### config.mk
export PLATFORM = sky130hd
export DESIGN_NAME = reg_file_mp
export DESIGN_NICKNAME = d
export VERILOG_FILES = /design/src/rtl/reg_file_mp.sv
export SDC_FILE = /design/constraint.sdc
export NUM_CORES = 1
export LEC_CHECK = 0
export ABC_AREA = 0
export CORE_MARGIN = 3
export CORE_UTILIZATION = 56
export DETAILED_ROUTE_END_ITERATION = 8
export GPL_ROUTABILITY_DRIVEN = 0
export PLACE_DENSITY_LB_ADDON = 0.1
export SLEW_MARGIN = 20
export SYNTH_ARGS = -nofsm -noshare
export SYNTH_HDL_FRONTEND = slang
export SYNTH_SLANG_ARGS = --single-unit
### constraint.sdc
create_clock -name clk -period 5.96 [get_ports clk]
set_input_delay 1.192 -clock clk [delete_from_list [all_inputs] [get_ports clk]]
set_output_delay 1.192 -clock clk [all_outputs]
set_load 0.01 [all_outputs]
### src/rtl/reg_file_mp.sv
// reg_file_mp: multi-read-port register file with a post-reset clearing sweep.
// After reset an INIT sweep zeroes registers 1..DEPTH-1, one per cycle, and
// the file then enters READY. Register 0 is hardwired to zero.
//
// Ports:
//   clk            single clock, rising edge
//   rst            synchronous active-high reset
//   write_back_en  write request for the current cycle
//   wr_addr        write register index
//   wr_data        write data
//   r_addr         packed read indices, port k at [k*ADDR_WIDTH +: ADDR_WIDTH]
//   r_data         packed read data, port k at [k*DATA_WIDTH +: DATA_WIDTH]
//   init_done      high once the clearing sweep has finished
//   wr_dropped     one-cycle pulse for each write discarded during INIT
//
// Optional feature: define REG_FILE_BYPASS_EN to forward a same-cycle write
// to matching read ports (write-through). Without it, reads return the
// pre-write value in the write cycle.
module reg_file_mp #(
    parameter int ADDR_WIDTH   = 5,
    parameter int DATA_WIDTH   = 32,
    parameter int NUM_RD_PORTS = 2
) (
    input  logic                               clk,
    input  logic                               rst,
    input  logic                               write_back_en,
    input  logic [ADDR_WIDTH-1:0]              wr_addr,
    input  logic [DATA_WIDTH-1:0]              wr_data,
    input  logic [NUM_RD_PORTS*ADDR_WIDTH-1:0] r_addr,
    output logic [NUM_RD_PORTS*DATA_WIDTH-1:0] r_data,
    output logic                               init_done,
    output logic                               wr_dropped
);

    localparam int DEPTH = 2 ** ADDR_WIDTH;

    typedef enum logic {
        INIT,
        READY
    } state_t;

    state_t                state;
    state_t                state_nxt;
    logic [ADDR_WIDTH-1:0] cnt;
    logic [ADDR_WIDTH-1:0] cnt_nxt;
    logic                  drop_nxt;
    logic [DATA_WIDTH-1:0] mem [DEPTH];

    logic wr_fire;
    assign wr_fire = (state == READY) && write_back_en
                     && (wr_addr != '0);

    always_ff @(posedge clk) begin
        if (rst) begin
            state      <= INIT;
            cnt        <= ADDR_WIDTH'(1);
            wr_dropped <= 1'b0;
        end else begin
            state      <= state_nxt;
            cnt        <= cnt_nxt;
            wr_dropped <= drop_nxt;
        end
    end

    always_comb begin
        state_nxt = state;
        cnt_nxt   = cnt;
        drop_nxt  = 1'b0;
        unique case (state)
            INIT: begin
                cnt_nxt  = cnt + ADDR_WIDTH'(1);
                drop_nxt = write_back_en;
                // the edge that clears the last register also ends INIT
                if (cnt == '1) begin
                    state_nxt = READY;
                end
            end
            READY: begin
                state_nxt = READY;
            end
            default: begin
                state_nxt = INIT;
            end
        endcase
    end

    // Contents are left untouched while rst is held; only the sweep clears.
    always_ff @(posedge clk) begin
        if (!rst) begin
            if (state == INIT) begin
                mem[cnt] <= '0;
            end else if (wr_fire) begin
                mem[wr_addr] <= wr_data;
            end
        end
    end

    assign init_done = (state == READY);

    for (genvar k = 0; k < NUM_RD_PORTS; k++) begin : g_rd
        logic [ADDR_WIDTH-1:0] ra;
        logic [DATA_WIDTH-1:0] rv;

        assign ra = r_addr[k*ADDR_WIDTH +: ADDR_WIDTH];

        always_comb begin
            rv = mem[ra];
`ifdef REG_FILE_BYPASS_EN
            if (wr_fire && (ra == wr_addr)) begin
                rv = wr_data;
            end
`endif
            if (rst || (state != READY) || (ra == '0)) begin
                rv = '0;
            end
        end

        assign r_data[k*DATA_WIDTH +: DATA_WIDTH] = rv;
    end

endmodule

==> results of run 1 <==
[worst paths after layout]
| check | end | slack [ns] |
|---|---|---|
| worst min-delay path | cnt[0]$_SDFFE_PP1N_ | 0.63 |
| worst max register to register | mem[1][29]$_DFFE_PP_ | 2.64 |
| worst min register to register | cnt[0]$_SDFFE_PP1N_ | 0.63 |
| worst max-delay path | r_data[10] | 0.02 |
[layer usage]
metal  track usage (%)  up-vias
met5                 0        -
li1                  -    10700
met2              49.7     1860
met3              10.4      304
met4              12.6        2
met1              44.5    14500
[cell usage after synthesis, drive strengths merged (2+ instances only)]
| master | count |
|---|---|
| a21o | 2 |
| or3 | 5 |
| nand3b | 4 |
| o31ai | 2 |
| nand3 | 2 |
| o22ai | 31 |
| inv | 5 |
| a2111oi | 37 |
| a21oi | 2 |
| nor3 | 39 |
| a211oi | 30 |
| nor4b | 3 |
| nor2b | 16 |
| a31oi | 3 |
| or3b | 2 |
| nand2 | 4 |
| nor4 | 8 |
| dfxtp | 7 |
| a22o | 57 |
| buf | 107 |
| mux4 | 456 |
| and2 | 33 |
| clkbuf | 89 |
| o31a | 2 |
| ha | 2 |
| nand2b | 4 |
| nor2 | 27 |
| edfxtp | 1024 |
| mux2 | 2 |
| mux2i | 245 |
| o22a | 32 |
| and3 | 4 |
| o221ai | 57 |
| a32oi | 4 |
[stage by stage]
stage | setup slack [ns] | total power, mW
floorplan | 0.0397 | 8.78
global placement | 0.271 | 9.13
detailed placement | 0.215 | 9.14
CTS | 0.192 | 15.5
global route | 0.0388 | 15.9
finish | 0.0220 | 15.5
[report_power, final]
part	switching (mW)	internal [mW]	leakage, nW
clock	2.77	3.70	1.66
sequential	0.0376	7.94	8.06
combinational	0.579	0.440	6.15
[worst max-delay path, delay by kind of cell]
family | cells | cell delay (ns)
simple gates | 2 | 1.34
buf+inv | 4 | 1.78
compound gates | 2 | 0.39
[registers in the layout, indices dropped and copies added, names as in the netlist]
name	count
cnt	5
init_done	1
mem	1024
wr_dropped	1
[kinds of logic (layout without fill, tap and decap cells)]
| logic type | Yosys count | count (layout) | share of synthesized area, % |
|---|---|---|---|
| multiplexers | 703 | 703 | 26.6 |
| AO/OA/AOI/OAI | 265 | 265 | 4.76 |
| adder cells (fa/ha/maj) | 2 | 2 | 0.0523 |
| AND/OR/NAND/NOR | 155 | 155 | 1.81 |
| XOR/XNOR | 1 | 1 | 0.0183 |
| flip-flops | 1031 | 1031 | 64.6 |
| other | 0 | 2 | 0 |
| buffers and inverters | 201 | 448 | 2.12 |
[final cells by class]
class | count | area (um2)
inverter | 5 | 20.0
clock inverter | 75 | 587
clock buffer | 122 | 2800
tap | 1134 | 1420
sequential | 1031 | 30900
antenna | 2 | 5.00
timing repair buffer | 246 | 2610
fill | 5660 | 29600
multi-input combinational | 1126 | 16200
==> qor.csv, run 1 <==
stage,metric,value,unit
outcome,status,finished clean,
cells_and_area,final core occ,64.8,%
place,placed insts,3539,
timing,Tightest Pin Transition,1.10,ns
synthesis,largest cells by area after synthesis,"edfxtp_1, mux4_2, mux2i_1, a22o_1, o221ai_1",
min_path,HP Start,cnt[0]$_SDFFE_PP1N_,
worst_setup_path,CP endpoint kind,output port,
worst_setup_path,crit path max fanout,19,
floorplanning,die area,88900,um2
timing,final worst-path cycle share,99.6,%
synthesis,async set or reset register ratio after synthesis,0,%
timing,Final Skew,0.0183,ns
floorplanning,Die H,298,um
timing,Max Clk Rate,168,MHz
power,VDD IR max,0.000234,V
worst_setup_path,RR Startpoint,init_done$_SDFF_PP0_,
grt,initial antenna violation count,3,
grt,largest net degree at the start of global routing,127,
worst_setup_path,Critical Path Source,r_addr[3],
cells_and_area,"commonest cells after routing, fill and taps aside","edfxtp_1, mux4_2, mux2i_1",
grt,vias in the first global route,27800,
synthesis,synth warn,0,
floorplanning,row count,106,
grt,first-pass GRT wire length,204,mm
timing,Slew Limit Fails,0,
cells_and_area,synthesis-to-layout area growth,14.0,%
clock_network,H-tree Lvls,3,
synthesis,cells after synthesis,2358,
synthesis,ys flop type,edfxtp_1,
place,port bufs,115,
cells_and_area,proportion of layout cells with a drive suffix above 1,31.4,%
route,final WL,144,mm
clock_network,clock buffer depth,3,
power,Pleak,15.9,nW
route,wl on met1,52.1,mm
synthesis,top cell type's share of synthesized area,64.3,%
cells_and_area,Final Non-Filler Cells,3741,
synthesis,Synth Area per Inst,20.3,um2
route,drt first-iter violations,3712,
clock_network,Setup Buffers After CTS,0,
floorplanning,Initial Util,56.9,%
job,Max-cap violations,0,
cells_and_area,post-layout instance area,54500,um2
route,vias per inst,7.32,
route,DR vias,27400,
synthesis,Mapped Nets,2410,
clock_network,Clock Pin Slew Worst Setup and Hold Paths,0.06,ns
power,Power Dens Cells,284,nW/um2
route,drt drc,0,
synthesis,sequential cell area fraction in the yosys report,64.6,%
route,met2 wire len,67.1,mm
place,Placed Area,51100,um2
route,drt pass-1 iters,5,
floorplanning,IO Pins,116,
cells_and_area,"most common cell after layout, fill and taps aside",edfxtp_1,
synthesis,synthesized area,47800,um2
place,final HPWL from detailed placement,83.2,mm
clock_network,clock tree sinks,1031,
route,routed wl met3,18.5,mm
timing,setup TNS,0,ns
worst_setup_path,CP max stage cell,or3b_2,
grt,GRT Total Usage,32.6,%
worst_setup_path,startpoint types,input port,
worst_setup_path,cells on worst reg2reg path,5,
synthesis,top cell type by total area after synthesis,edfxtp_1,
floorplanning,Die X,298,um
timing,RSZ-0062 raised after global routing,no,
clock_network,hold_buf cts,0,
timing,Tmin final,5.94,ns
min_path,Tightest Hold Check Type,reg -> reg,
route,Avg WL per Cell,38.4,um
floorplanning,Core Region,84100,um2
clock_network,CTS buffer count,107,
min_path,hold depth,2,
grt,gr ovfl total,0,
clock_network,TritonCTS clock tree,built,
timing,WHS,0.626,ns
clock_network,post-CTS sizing,0,
synthesis,Seq cells post-synth,1031,
synthesis,Synth cell types,53,
timing,Final Setup Violations,0,
worst_setup_path,CP cell instances,clkdlybuf4s50_1 > or3b_2 > buf_4 > o22ai_1 > a2111oi_2 > nor3_1 > buf_4 > clkdlybuf4s50_1,
clock_network,Root Buffer,clkbuf_16,
synthesis,Post-synth EDFFs,1024,
worst_setup_path,Crit Path Class,in -> out,
worst_setup_path,WP data arrival,4.75,ns
route,post-route ant nets,0,
route,top layer in use,met5,
worst_setup_path,"Largest stage delay, worst path",0.77,ns
timing,Rel. slew slack,26.6,%
worst_setup_path,"Req. time, crit path",4.77,ns
cells_and_area,post-layout net count,2569,
timing,Final Hold Vio Count,0,
clock_network,Skew-Pair Late Insertion Delay,0.67,ns
Note: power is estimated with default switching activity, not from simulation.
==> inputs of run 2 (changes only) <==
- CORE_MARGIN: 3 -> not set
==> qor.csv, run 2 (synthesis gave the netlist of run 1 again) <==
stage,metric,value,unit
outcome,status,finished with violations,
outcome,failing checks,setup timing,
route,Avg WL per Cell,39.0,um
grt,GRT Total Usage,34.5,%
worst_setup_path,Crit Path Class,in -> out,
floorplanning,Initial Util,56.9,%
floorplanning,Die X,294,um
min_path,Tightest Hold Check Type,reg -> reg,
cells_and_area,register area,30900,um2
route,drt first-iter violations,3675,
route,post-route ant nets,0,
cells_and_area,proportion of layout cells with a drive suffix above 1,32.1,%
timing,Final Setup Violations,1,
clock_network,TritonCTS clock tree,built,
route,vias per inst,7.42,
worst_setup_path,crit path max fanout,17,
power,Power Dens Cells,282,nW/um2
floorplanning,Core Region,84100,um2
grt,vias in the first global route,27600,
route,DR vias,27800,
clock_network,H-tree Lvls,3,
floorplanning,die area,86600,um2
clock_network,CTS buffer count,105,
worst_setup_path,startpoint types,input port,
timing,Slew Limit Fails,0,
cells_and_area,max reg flops,1024,
timing,final worst-path cycle share,102,%
floorplanning,Die H,294,um
grt,initial antenna violation count,5,
power,VDD IR max,0.000250,V
cells_and_area,multi-input logic area,16200,um2
clock_network,Skew-Pair Late Insertion Delay,0.67,ns
route,drt pass-1 iters,5,
grt,first-pass GRT wire length,208,mm
floorplanning,IO Pins,116,
timing,final worst slack,-0.123,ns
cells_and_area,Top Registers,"mem (1024), cnt (5)",
worst_setup_path,WP data arrival,4.89,ns
grt,gr ovfl total,0,
timing,Max Clk Rate,164,MHz
timing,RSZ-0062 raised after global routing,no,
power,Pleak,15.9,nW
worst_setup_path,r2r setup slk,2.69,ns
timing,Rel. slew slack,12.8,%
timing,Tmin final,6.08,ns
cells_and_area,Final Non-Filler Cells,3752,
cells_and_area,synthesis-to-layout area growth,13.9,%
clock_network,clock buffer depth,3,
job,Max-cap violations,0,
clock_network,Root Buffer,clkbuf_16,
worst_setup_path,"Req. time, crit path",4.77,ns
clock_network,Setup Buffers After CTS,0,
route,final WL,146,mm
cells_and_area,# fillers,5696,
timing,Final Hold Vio Count,0,
timing,Tightest Pin Transition,1.28,ns
timing,Final Skew,0.0202,ns
place,port bufs,115,
clock_network,Clock Pin Slew Worst Setup and Hold Paths,0.06,ns
place,placed insts,3556,
worst_setup_path,CP endpoint kind,output port,
cells_and_area,"commonest cells after routing, fill and taps aside","edfxtp_1, mux4_2, mux2i_1",
cells_and_area,post-layout net count,2581,
timing,WHS,0.613,ns
grt,largest net degree at the start of global routing,65,
cells_and_area,"most common cell after layout, fill and taps aside",edfxtp_1,
cells_and_area,largest register by flop count,mem,
clock_network,clock tree sinks,1031,
floorplanning,row count,106,
place,final HPWL from detailed placement,87.6,mm
cells_and_area,final core occ,64.8,%
route,drt drc,0,
[run 2: cell types whose count changed in the layout (fill, tap and decap cells not counted), moves of 4 or more]
cell       change
and2_1         -4
and2_2         +4
buf_4         +18
bufinv_16      -4
clkbuf_8       +4
clkinv_1       -6
[run 2: final cells by class]
type,instances,area share (%)
Sequential cell,1031,56.7
Clock inverter,68,0.831
Multi-Input combinational cell,1126,29.7
Timing Repair Buffer,260,4.92
Inverter,5,0.0344
Clock buffer,127,5.20
Tap cell,1134,2.60
Antenna cell,1,0.00459
[run 2: final timing paths]
| path | startpoint | endpoint | cells after the start |
|---|---|---|---|
| min reg2reg | cnt[3]$_SDFFE_PP0N_ | cnt[3]$_SDFFE_PP0N_ | 2 |
| max reg2reg | init_done$_SDFF_PP0_ | mem[5][3]$_DFFE_PP_ | 5 |
| max | r_addr[3] | r_data[20] | 8 |
| min | cnt[3]$_SDFFE_PP0N_ | cnt[3]$_SDFFE_PP0N_ | 2 |
[run 2: where the power goes]
group          switching [mW]  leakage (nW)  internal [mW]
Clock                    2.79          1.61           3.55
Sequential             0.0387          8.06           7.94
Combinational           0.610          6.21          0.442
[run 2: worst max-delay path, cell delays in order]
cell and delay (ns):
clkdlybuf4s50_1 0.52, or3b_2 0.50, buf_4 0.50, o22ai_1 0.16, a2111oi_0 1.10, nor4_1 0.17
buf_4 0.24, clkdlybuf4s50_1 0.49
[run 2: stage by stage]
stage               TNS, ns  power (mW)  cell area [um2]  setup WS, ns
floorplan                 0        8.78            47800        0.0397
global route              0        15.7            54500        0.0338
detailed placement        0        9.16            51200         0.139
CTS                       0        15.4            54500         0.137
global placement          0        9.16            51200         0.132
finish               -0.123        15.4            54500        -0.123
[run 2: what timing repair did]
action                                  4_1_cts  5_1_grt
resized for setup                             0        1
endpoints found under the setup margin        0        1
hold buffers                                  0        0
[run 2: layer usage]
layer  part of all wire, %  vias to the layer above  global-route usage (%)
met1                    38                    14800                    50.2
met5                 0.016                        -                       0
met3                    12                      302                    7.93
met2                    46                     1958                    51.8
li1                      -                    10700                       -
met4                   3.4                        4                    11.8
